File: config.mk
export PLATFORM = sky130hd
export DESIGN_NAME = e20_program_loader
export DESIGN_NICKNAME = d
export VERILOG_FILES = /design/src/rtl/e20_pkg.sv /design/src/rtl/e20_byte_pair_assembler.sv /design/src/rtl/e20_program_loader.sv
export SDC_FILE = /design/constraint.sdc
export NUM_CORES = 1
export LEC_CHECK = 0
export BUFFER_PORTS_ARGS = -buffer_cell sky130_fd_sc_hd__clkbuf_2
export CAP_MARGIN = 20
export CORE_UTILIZATION = 57
export DETAILED_ROUTE_END_ITERATION = 10
export GPL_TIMING_DRIVEN = 0
export HOLD_SLACK_MARGIN = 0.06
export PLACE_DENSITY_LB_ADDON = 0.3
export SLEW_MARGIN = 10
export SYNTH_ARGS = -nofsm -noshare
export SYNTH_HDL_FRONTEND = slang
export SYNTH_HIERARCHICAL = 1
export SYNTH_SLANG_ARGS = --single-unit
File: constraint.sdc
create_clock -name clock -period 3.6 [get_ports clock]
set_input_delay 0.54 -clock clock [delete_from_list [all_inputs] [get_ports clock]]
set_output_delay 0.54 -clock clock [all_outputs]
set_load 0.05 [all_outputs]
File: src/rtl/e20_pkg.sv
// Shared types and constants for the E20 program loader.
// The loader walks a length-prefixed byte stream, then supervises one processor run.
package e20_pkg;

    localparam int E20_WORD_W    = 16;
    localparam int E20_ADDR_W    = 13;
    localparam int E20_RAM_DEPTH = 8192;

    typedef enum logic [2:0] {
        ST_HDR_HI,
        ST_HDR_LO,
        ST_DATA_HI,
        ST_DATA_LO,
        ST_START,
        ST_RUN,
        ST_DONE,
        ST_ERR
    } loader_state_t;

    // The four stream-consuming states: the host may push bytes and the loader counts as busy.
    function automatic logic is_loading(input loader_state_t s);
        return (s == ST_HDR_HI) || (s == ST_HDR_LO) ||
               (s == ST_DATA_HI) || (s == ST_DATA_LO);
    endfunction

endpackage

File: src/rtl/e20_byte_pair_assembler.sv
// Joins two MSB-first bytes into one 16-bit word.
// The caller says which half is arriving, so header and data words share this path.
module e20_byte_pair_assembler
    import e20_pkg::*;
(
    input  logic                  clock,
    input  logic                  reset,
    input  logic                  take,
    input  logic                  low_half,
    input  logic [7:0]            data,
    output logic                  word_valid,
    output logic [E20_WORD_W-1:0] word
);

    logic [7:0] hi_byte;

    always_ff @(posedge clock or posedge reset) begin
        if (reset) begin
            hi_byte <= 8'h00;
        end else if (take && !low_half) begin
            hi_byte <= data;
        end
    end

    // The low byte completes the word in the same cycle it is transferred.
    assign word_valid = take && low_half;
    assign word       = {hi_byte, data};

endmodule

File: src/rtl/e20_program_loader.sv
// Loads a length-prefixed program into E20 RAM, holds the CPU in reset while loading,
// then releases it and counts run cycles until halt.
module e20_program_loader
    import e20_pkg::*;
#(
    parameter int ADDR_W = E20_ADDR_W,
    parameter int CNT_W  = 32
) (
    input  logic                  clock,
    input  logic                  reset,
    input  logic                  s_valid,
    input  logic [7:0]            s_data,
    output logic                  s_ready,
    input  logic                  restart,
    output logic                  mem_we,
    output logic [ADDR_W-1:0]     mem_addr,
    output logic [E20_WORD_W-1:0] mem_wdata,
    output logic                  cpu_reset,
    input  logic                  cpu_halt,
    output logic                  busy,
    output logic                  done,
    output logic                  error,
    output logic [CNT_W-1:0]      run_cycles
);

    localparam logic [31:0] DEPTH = 32'(1) << ADDR_W;

    loader_state_t         state;
    logic [15:0]           word_count;
    logic [ADDR_W-1:0]     word_idx;
    logic                  take;
    logic                  low_half;
    logic                  word_valid;
    logic [E20_WORD_W-1:0] word;
    logic                  count_zero;
    logic                  count_too_big;
    logic                  last_word;

    assign s_ready  = is_loading(state);
    assign take     = s_valid && s_ready;
    assign low_half = (state == ST_HDR_LO) || (state == ST_DATA_LO);

    e20_byte_pair_assembler u_assembler (
        .clock      (clock),
        .reset      (reset),
        .take       (take),
        .low_half   (low_half),
        .data       (s_data),
        .word_valid (word_valid),
        .word       (word)
    );

    // Header checks use the freshly assembled word; the 32-bit compare keeps 2**ADDR_W exact.
    assign count_zero    = (word == 16'd0);
    assign count_too_big = {16'd0, word} > DEPTH;
    assign last_word     = (32'(word_idx) + 32'd1) == {16'd0, word_count};

    always_ff @(posedge clock or posedge reset) begin
        if (reset) begin
            state      <= ST_HDR_HI;
            word_count <= 16'd0;
            word_idx   <= '0;
            mem_we     <= 1'b0;
            mem_addr   <= '0;
            mem_wdata  <= '0;
            cpu_reset  <= 1'b1;
            busy       <= 1'b1;
            done       <= 1'b0;
            error      <= 1'b0;
            run_cycles <= '0;
        end else begin
            mem_we <= 1'b0;
            case (state)
                ST_HDR_HI: begin
                    if (take) begin
                        state <= ST_HDR_LO;
                    end
                end
                ST_HDR_LO: begin
                    if (word_valid) begin
                        word_count <= word;
                        if (count_zero) begin
                            state <= ST_START;
                            busy  <= 1'b0;
                        end else if (count_too_big) begin
                            state <= ST_ERR;
                            busy  <= 1'b0;
                            error <= 1'b1;
                        end else begin
                            state <= ST_DATA_HI;
                        end
                    end
                end
                ST_DATA_HI: begin
                    if (take) begin
                        state <= ST_DATA_LO;
                    end
                end
                ST_DATA_LO: begin
                    if (word_valid) begin
                        mem_we    <= 1'b1;
                        mem_addr  <= word_idx;
                        mem_wdata <= word;
                        word_idx  <= word_idx + 1'b1;
                        if (last_word) begin
                            state <= ST_START;
                            busy  <= 1'b0;
                        end else begin
                            state <= ST_DATA_HI;
                        end
                    end
                end
                ST_START: begin
                    state     <= ST_RUN;
                    cpu_reset <= 1'b0;
                end
                ST_RUN: begin
                    // The halting cycle is still a run cycle, so count before leaving.
                    if (!(&run_cycles)) begin
                        run_cycles <= run_cycles + CNT_W'(1);
                    end
                    if (cpu_halt) begin
                        state <= ST_DONE;
                        done  <= 1'b1;
                    end
                end
                ST_DONE: begin
                    if (restart) begin
                        state      <= ST_HDR_HI;
                        done       <= 1'b0;
                        busy       <= 1'b1;
                        cpu_reset  <= 1'b1;
                        run_cycles <= '0;
                        word_idx   <= '0;
                    end
                end
                ST_ERR: begin
                    if (restart) begin
                        state      <= ST_HDR_HI;
                        error      <= 1'b0;
                        busy       <= 1'b1;
                        cpu_reset  <= 1'b1;
                        run_cycles <= '0;
                        word_idx   <= '0;
                    end
                end
                default: begin
                    state <= ST_HDR_HI;
                end
            endcase
        end
    end

endmodule

==> metrics.cfg, run 1 <==
[worst_setup_path]
crit_fanout=10
critPathMaxStageDelay_ps=550
cp-end-kind=register
critical_path_class=reg -> reg
startpoint_type=register
arrival_ps=3120
slowest_stage=nor2_1
worstPathRequired_ps=3870
cp_cell_sequence=clkbuf_1 -> nor2b_1 -> and2_2 -> nand2_1 -> nor2_1 -> buf_2 -> mux2_2

[cells_and_area]
final_cell_mix=nand2_1, dfrtp_1, clkbuf_2, nor2_1, o21ai_0
drive_gt1_share_pct=23.1
syn_to_final_growth_pct=14.1
final_nets=684
n_antenna_cell=0
final_common_cell=nand2_1

[detailed_routing]
wl_per_cell_um=16.0
drt_wl_total_um=12900
via_count=4561
antenna_left=0
drc=0
drt_first_iter_violations=183
drtPass1Iterations=4
viasPerCell=5.68

[outcome]
outcome=finished clean

[clock_network]
cts.clk_slew.worst_paths_ps=110
clock-sinks=106
cts_root_buf=clkbuf_8
clockBufferDepth=2
hold_buffers=0
post_cts_buffers=0
clock_latency_ps=390
ctsResizeCount=0
cts-htree-levels=3
cts_buffers=9
cts_tree=built

[power]
powerDensity_mw_per_mm2=693
leakage_uw=0.00297
report.power.total_uw=4310
vdd_drop_max_v=0.000498

[sta]
period_needed_ps=2850
finalClockSkew_ps=18.4
finalMaxSlewViolations=0
final.setup.worst_slack_ps=746
tightestPinTransition_ps=688
hold_viol=0
max_freq_ghz=0.350
setup_tns_ps=0
finalSetupViolations=0
fin_crit_sh_pct=79.3
whs_ps=101
slew_headroom_pct=54.0
rsz0062_at_grt=false

[die]
die_x_um=99.8
core_mm2=0.00924
die-area_mm2=0.00996
initial_core_util_pct=59.0
die_h_um=99.8
row_count=35
ios=80

[placed_design]
portBuffers=79
gp_congestion=0.913
place_ws_ps=765
hpwl_um=9340

[grt]
first_global_vias=4479
antenna_found_initial=0
overflow=0
grt_pass1_wl_um=21400
grt_max_degree=66
grt_usage_pct=27.4

[flow_run]
drv_cap=0

[synthesis]
synth_area_per_cell_um2=9.43
async_flop_share_pct=100
synth_cell_type_count=64
syn_area_mm2=0.00545
ys.flop_type=dfrtp_1
synth-edff-count=0
syn_nets=593
ys_seq_area_share_pct=48.7
yosysWarnings=6
ys_seq_elements=106
synthCells=578

[min_path]
worstHoldPathType=in -> async

==> final timing paths <==
kind	start	to	cells past startpoint	slack, ps
worst min register to register	mem_addr[8]$_DFFE_PP0P_	mem_addr[8]$_DFFE_PP0P_	2	490
max in group asynchronous	reset	busy$_DFFE_PP1P_	3	2720
worst max register to register	state[0]$_DFFE_PP0P_	word_count[0]$_DFFE_PP0P_	7	750
min in group clock	s_data[5]	u_assembler/hi_byte[5]$_DFFE_PP0P_	2	400
worst max-delay path	state[0]$_DFFE_PP0P_	word_count[0]$_DFFE_PP0P_	7	750
worst min-delay path	reset	u_assembler/hi_byte[5]$_DFFE_PP0P_	2	100
==> worst max-delay path, delay by kind of cell (launching register included) <==
family                 cells  cell delay, ps
AND/OR/NAND/NOR            4            1320
buffers and inverters      2             670
multiplexers               1             360
flip-flops                 1             380
==> through the flow <==
| step | cells | cell area, um^2 | util [%] |
|---|---|---|---|
| detailed placement | 787 | 6040 | 65.3 |
| finish | 803 | 6220 | 67.3 |
| global placement | 786 | 6010 | 65.0 |
| CTS | 803 | 6220 | 67.3 |
| global route | 803 | 6220 | 67.3 |
| floorplan | 578 | 5450 | - |
==> cells by family after synthesis <==
logic type	after synthesis	synth area share, %
buffers and inverters	50	4.50
adder cells (fa/ha/maj)	2	0.459
flip-flops	106	48.7
multiplexers	26	5.90
AO/OA/AOI/OAI	90	10.2
AND/OR/NAND/NOR	265	23.7
XOR/XNOR	39	6.52
==> where the power goes <==
group	total, uW	internal [uW]	switching (uW)	leakage, uW
sequential	1740	1470	268	0.00140
combinational	1860	613	1240	0.00148
clock	714	269	446	0.0000942
total	4310	2350	1960	0.00297
==> Yosys cell counts (5+ instances only) <==
| library cell | count | area (um^2) |
|---|---|---|
| nor3_1 | 14 | 70.1 |
| mux2_4 | 8 | 120 |
| o21ai_0 | 33 | 165 |
| xnor2_1 | 21 | 184 |
| nand3_1 | 14 | 70.1 |
| nand2_1 | 122 | 458 |
| a31oi_1 | 5 | 31.3 |
| inv_1 | 10 | 37.5 |
| nand4_1 | 14 | 87.6 |
| or3_1 | 10 | 62.6 |
| nor4_1 | 6 | 37.5 |
| nor2_1 | 47 | 176 |
| buf_2 | 7 | 35.0 |
| o31ai_1 | 5 | 37.5 |
| clkbuf_1 | 17 | 63.8 |
| a21oi_1 | 19 | 95.1 |
| mux2_2 | 17 | 191 |
| dfrtp_1 | 104 | 2600 |
| xor2_1 | 17 | 149 |
| buf_4 | 8 | 60.1 |
==> sequential cells by signal, summed over array words and instances, names as in the netlist <==
register	flops
mem_we	1
error	1
cpu_reset	1
done	1
run_cycles	32
busy	1
mem_addr	13
word_count	16
state	3
u_assembler/hi_byte	8
word_idx	13
mem_wdata	16
==> routing by layer <==
metal / global-route usage [%] / vias to the layer above / routed length (um)
li1: - / 2182 / -
met1: 34.1 / 2239 / 5550
met2: 48.3 / 123 / 6490
met3: 4.53 / 17 / 561
met4: 9.73 / 0 / 273
met5: 0.513 / - / 0
==> final cells by class <==
| type | instances | area, um^2 |
|---|---|---|
| fill | 765 | 3020 |
| sequential | 106 | 2660 |
| multi-input combinational | 422 | 2550 |
| timing repair buffer | 80 | 423 |
| buffer | 39 | 204 |
| tap | 129 | 161 |
| clock buffer | 10 | 128 |
| clock inverter | 6 | 55.1 |
| inverter | 11 | 43.8 |
(Power assumes the default switching activity.)
==> run 2: changes to the inputs <==
--- a/config.mk
+++ b/config.mk
@@ -5,9 +5,10 @@
 export SDC_FILE = /design/constraint.sdc
 export NUM_CORES = 1
 export LEC_CHECK = 0
+export ABC_AREA = 1
 export BUFFER_PORTS_ARGS = -buffer_cell sky130_fd_sc_hd__clkbuf_2
 export CAP_MARGIN = 20
-export CORE_UTILIZATION = 57
+export CORE_UTILIZATION = 52
 export DETAILED_ROUTE_END_ITERATION = 10
 export GPL_TIMING_DRIVEN = 0
 export HOLD_SLACK_MARGIN = 0.06
==> constraint.sdc (replaced) <==
create_clock -name clock -period 2.3 [get_ports clock]
set_input_delay 0.345 -clock clock [delete_from_list [all_inputs] [get_ports clock]]
set_output_delay 0.345 -clock clock [all_outputs]
set_load 0.05 [all_outputs]
==> run 2 against run 1 <==
  * First-iteration DRC count is 140% higher
  * Routed wire length rose by 14%
  * Synthesized cell count up 30%
  * Clock skew is 5.7 ps lower
  * Sequential cell count unchanged
  * Register-to-register slack got worse by 590 ps
  * Final cell count increased by 23%
  * Largest cell class unchanged
==> metrics.cfg, run 2 <==
[worst_setup_path]
cp_cell_sequence=ha_1 -> nand2_1 -> nor2_4 -> nand2_2 -> inv_2 -> nand2_2 -> nor3_4 -> nand3_2 -> nand2_2 -> buf_6 -> buf_6 -> nor2_1 -> a2bb2oi_1
arrival_ps=2420  ; -700 ps
cpMostUsedCell=nand2_2
cp-end-kind=register
r2r.worst_path.cells=13  ; +6
critPathMaxStageDelay_ps=430  ; -120 ps
rrSetupSlack_ps=160  ; -590 ps
critical_path_class=reg -> reg
r2r_end=run_cycles[4]$_DFFE_PP0P_
crit_fanout=10  ; unchanged
worstPathRequired_ps=2580  ; -1290 ps
regToRegStartpoint=run_cycles[0]$_DFFE_PP0P_
slowest_stage=dfrtp_2
startpoint_type=register

[cells_and_area]
final_cell_mix=nand2_1, dfrtp_1, inv_1, clkbuf_2, nor2_1
largest_reg_flops=32  ; unchanged
final_common_cell=nand2_1
drive_gt1_share_pct=18.2  ; -4.9 points
final_util_pct=62.4  ; -4.9 points
n_antenna_cell=0  ; unchanged
reg.largest.list=run_cycles (32), mem_wdata (16), word_count (16)
syn_to_final_growth_pct=15.0
fin_cells=986  ; +23%
final_area_mm2=0.00653  ; +5.0%
final_nets=860  ; +26%
regMostFlops=run_cycles

[min_path]
min_path_cells=3
whs_endpoint=u_assembler/hi_byte[7]$_DFFE_PP0P_
worstHoldPathType=in -> reg
holdCritStartpoint=s_data[7]

[detailed_routing]
antenna_left=0  ; unchanged
drc=0  ; unchanged
drtPass1Iterations=8  ; +4
drt_first_iter_violations=431  ; +140%
viasPerCell=5.43  ; -4.4%
via_count=5353  ; +17%
wl_per_cell_um=14.9  ; -7.0%
drt_wl_total_um=14700  ; +14%

[synthesis]
synthTopCellsByCount=nand2_1, dfrtp_1, inv_1
yosysTopAreaCell=dfrtp_1
yosysWarnings=6  ; unchanged
ys.flop_type=dfrtp_1
async_flop_share_pct=100  ; unchanged
synthCells=751  ; +30%
ys_seq_area_share_pct=46.7  ; -2.0 points
syn_area_mm2=0.00568  ; +4.2%
synth_area_per_cell_um2=7.56  ; -20%
synth-edff-count=0  ; unchanged
synth_cell_type_count=39  ; -39%
syn_nets=766  ; +29%
synth_top_area_share_pct=45.8  ; -1.9 points
synth.most_common_cell=nand2_1
yosys-top-cells-area=dfrtp_1, nand2_1, inv_1
ys_seq_elements=106  ; unchanged

[placed_design]
post_dp_cell_area_mm2=0.00629  ; +4.2%
place_ws_ps=-63.4  ; -829 ps
portBuffers=79  ; unchanged
hpwl_um=11300  ; +21%
gp_congestion=0.907  ; -0.69%
dp.cells=968  ; +23%

[power]
report.power.total_uw=7880  ; +83%
power.clock.fraction_pct=14.6  ; -2.0 points
power_frac_comb_pct=47.5  ; +4.4 points
leakage_uw=0.00315  ; +5.9%
vdd_drop_max_v=0.000846  ; +70%
switching_share_pct=51.0  ; +5.6 points
seq_power_share_pct=37.8  ; -2.6 points
intPower_uw=3860  ; +64%
switching_power_uw=4020  ; +110%
powerDensity_mw_per_mm2=1210  ; +74%

[die]
die-area_mm2=0.0113  ; +14%
row_count=37  ; +5.7%
core_mm2=0.0105  ; +13%
die_h_um=107  ; +6.7%
initial_core_util_pct=54.3  ; -4.7 points
ios=80  ; unchanged
die_x_um=107  ; +6.7%

[sta]
max_freq_ghz=0.467  ; +33%
finalSetupViolations=0  ; unchanged
tightestPinTransition_ps=615  ; -73.3 ps
finalClockSkew_ps=12.7  ; -5.67 ps
rsz0062_at_grt=true
slew_headroom_pct=58.9  ; +5.0 points
period_needed_ps=2140  ; -712 ps
finalMaxSlewViolations=0  ; unchanged
fin_crit_sh_pct=93.1  ; +14 points
hold_viol=0  ; unchanged
final.setup.worst_slack_ps=158  ; -588 ps

[grt]
grt_usage_pct=27.4  ; about the same
overflow=0  ; unchanged
first_global_vias=4916  ; +9.8%
grt_pass1_wl_um=24200  ; +13%
grt_max_degree=38  ; -42%
antenna_found_initial=0  ; unchanged

[outcome]
outcome=finished clean

[clock_network]
cts-htree-levels=3  ; unchanged
clockBufferDepth=2  ; unchanged
cts.clk_slew.worst_paths_ps=120  ; about the same
cts_buffers=9  ; unchanged
cts_root_buf=clkbuf_8
clock-sinks=106  ; unchanged
clock_latency_ps=400  ; about the same
cts_tree=built

[flow_run]
drv_cap=0  ; unchanged

[run 2: cell types whose count changed after synthesis, sizes merged, moves of 6 or more]
cell	previous run	this run
a21oi	19	8
clkbuf	19	8
inv	10	89
mux2	25	0
nand2	122	230
nand3	15	51
nand3b	1	8
nor2	47	71
nor3	16	23
o21ai	34	71
o22ai	2	8
or3	11	0
xnor2	21	4
xor2	17	9
[run 2: layout make-up]
| cell class | count | area [um^2] |
|---|---|---|
| Fill cell | 982 | 3930 |
| Tap cell | 136 | 170 |
| Clock buffer | 9 | 124 |
| Timing Repair Buffer | 83 | 453 |
| Inverter | 90 | 342 |
| Multi-Input combinational cell | 528 | 2550 |
| Clock inverter | 7 | 67.6 |
| Sequential cell | 106 | 2660 |
| Buffer | 27 | 168 |
[run 2: power groups by stage]
| stage | Combinational [uW] | Sequential [uW] | Clock [uW] |
|---|---|---|---|
| 2_1_floorplan | 1610 | 4120 | 0 |
| 3_3_place_gp | 3620 | 2980 | 0 |
| 3_5_place_dp | 3700 | 3010 | 0 |
| 4_1_cts | 3710 | 2970 | 1180 |
| 5_1_grt | 4080 | 3070 | 1240 |
| 6_report | 3740 | 2980 | 1150 |
[run 2: timing repair]
item | CTS | global route
resized for setup | 1 | 9
hold buffers | 1 | 0
setup buffers | 0 | 1
pin swaps | 0 | 1
endpoints found under the hold margin | 30 | 0
endpoints found under the setup margin | 10 | 45
[run 2: logic make-up (layout without fill, tap and decap cells)]
logic type      Yosys count  in the layout  synth area share (%)
simple gates            408            408                  31.4
buf+inv                 117            216                  8.88
flops                   106            106                  46.7
compound gates          104            104                  10.1
xor+xnor                 14             14                  2.42
fa+ha+maj                 2              2                 0.440
[run 2: how the worst max path moves through the flow]
stage	from	end	slack (ps)	cells after the start
after floorplan	run_cycles[0]$_DFFE_PP0P_	run_cycles[22]$_DFFE_PP0P_	90	14
after detailed placement	state[0]$_DFFE_PP0P_	word_idx[11]$_DFFE_PP0P_	-60	10
final	run_cycles[0]$_DFFE_PP0P_	run_cycles[4]$_DFFE_PP0P_	160	13
after CTS	run_cycles[0]$_DFFE_PP0P_	run_cycles[4]$_DFFE_PP0P_	5	13
after global routing	run_cycles[0]$_DFFE_PP0P_	run_cycles[22]$_DFFE_PP0P_	5	14
after global placement	state[2]$_DFFE_PP0P_	word_idx[11]$_DFFE_PP0P_	-50	10
[run 2: worst max-delay path: cells and delay by family, from the launching register on]
kind / cells / cell delay [ps]
adders and majority gates: 1 / 170
and+or+nand+nor: 8 / 900
buffers and inverters: 3 / 390
AOI/OAI and AO/OA: 1 / 130
DFF: 1 / 430
[run 2: stage by stage]
| stage | TNS [ps] | hold WS [ps] |
|---|---|---|
| after detailed placement | -446 | 324 |
| after CTS | 0 | 163 |
| after global routing | 0 | 193 |
| after floorplan | 0 | 161 |
| final | 0 | 168 |
| after global placement | -314 | 319 |
[run 2: layer usage]
| layer | global-route usage [%] | up-vias | wire length, um |
|---|---|---|---|
| li1 | - | 2620 | - |
| met1 | 39.9 | 2522 | 6820 |
| met2 | 41.4 | 188 | 6630 |
| met3 | 4.35 | 23 | 986 |
| met4 | 10.1 | 0 | 256 |
| met5 | 0 | - | 0 |
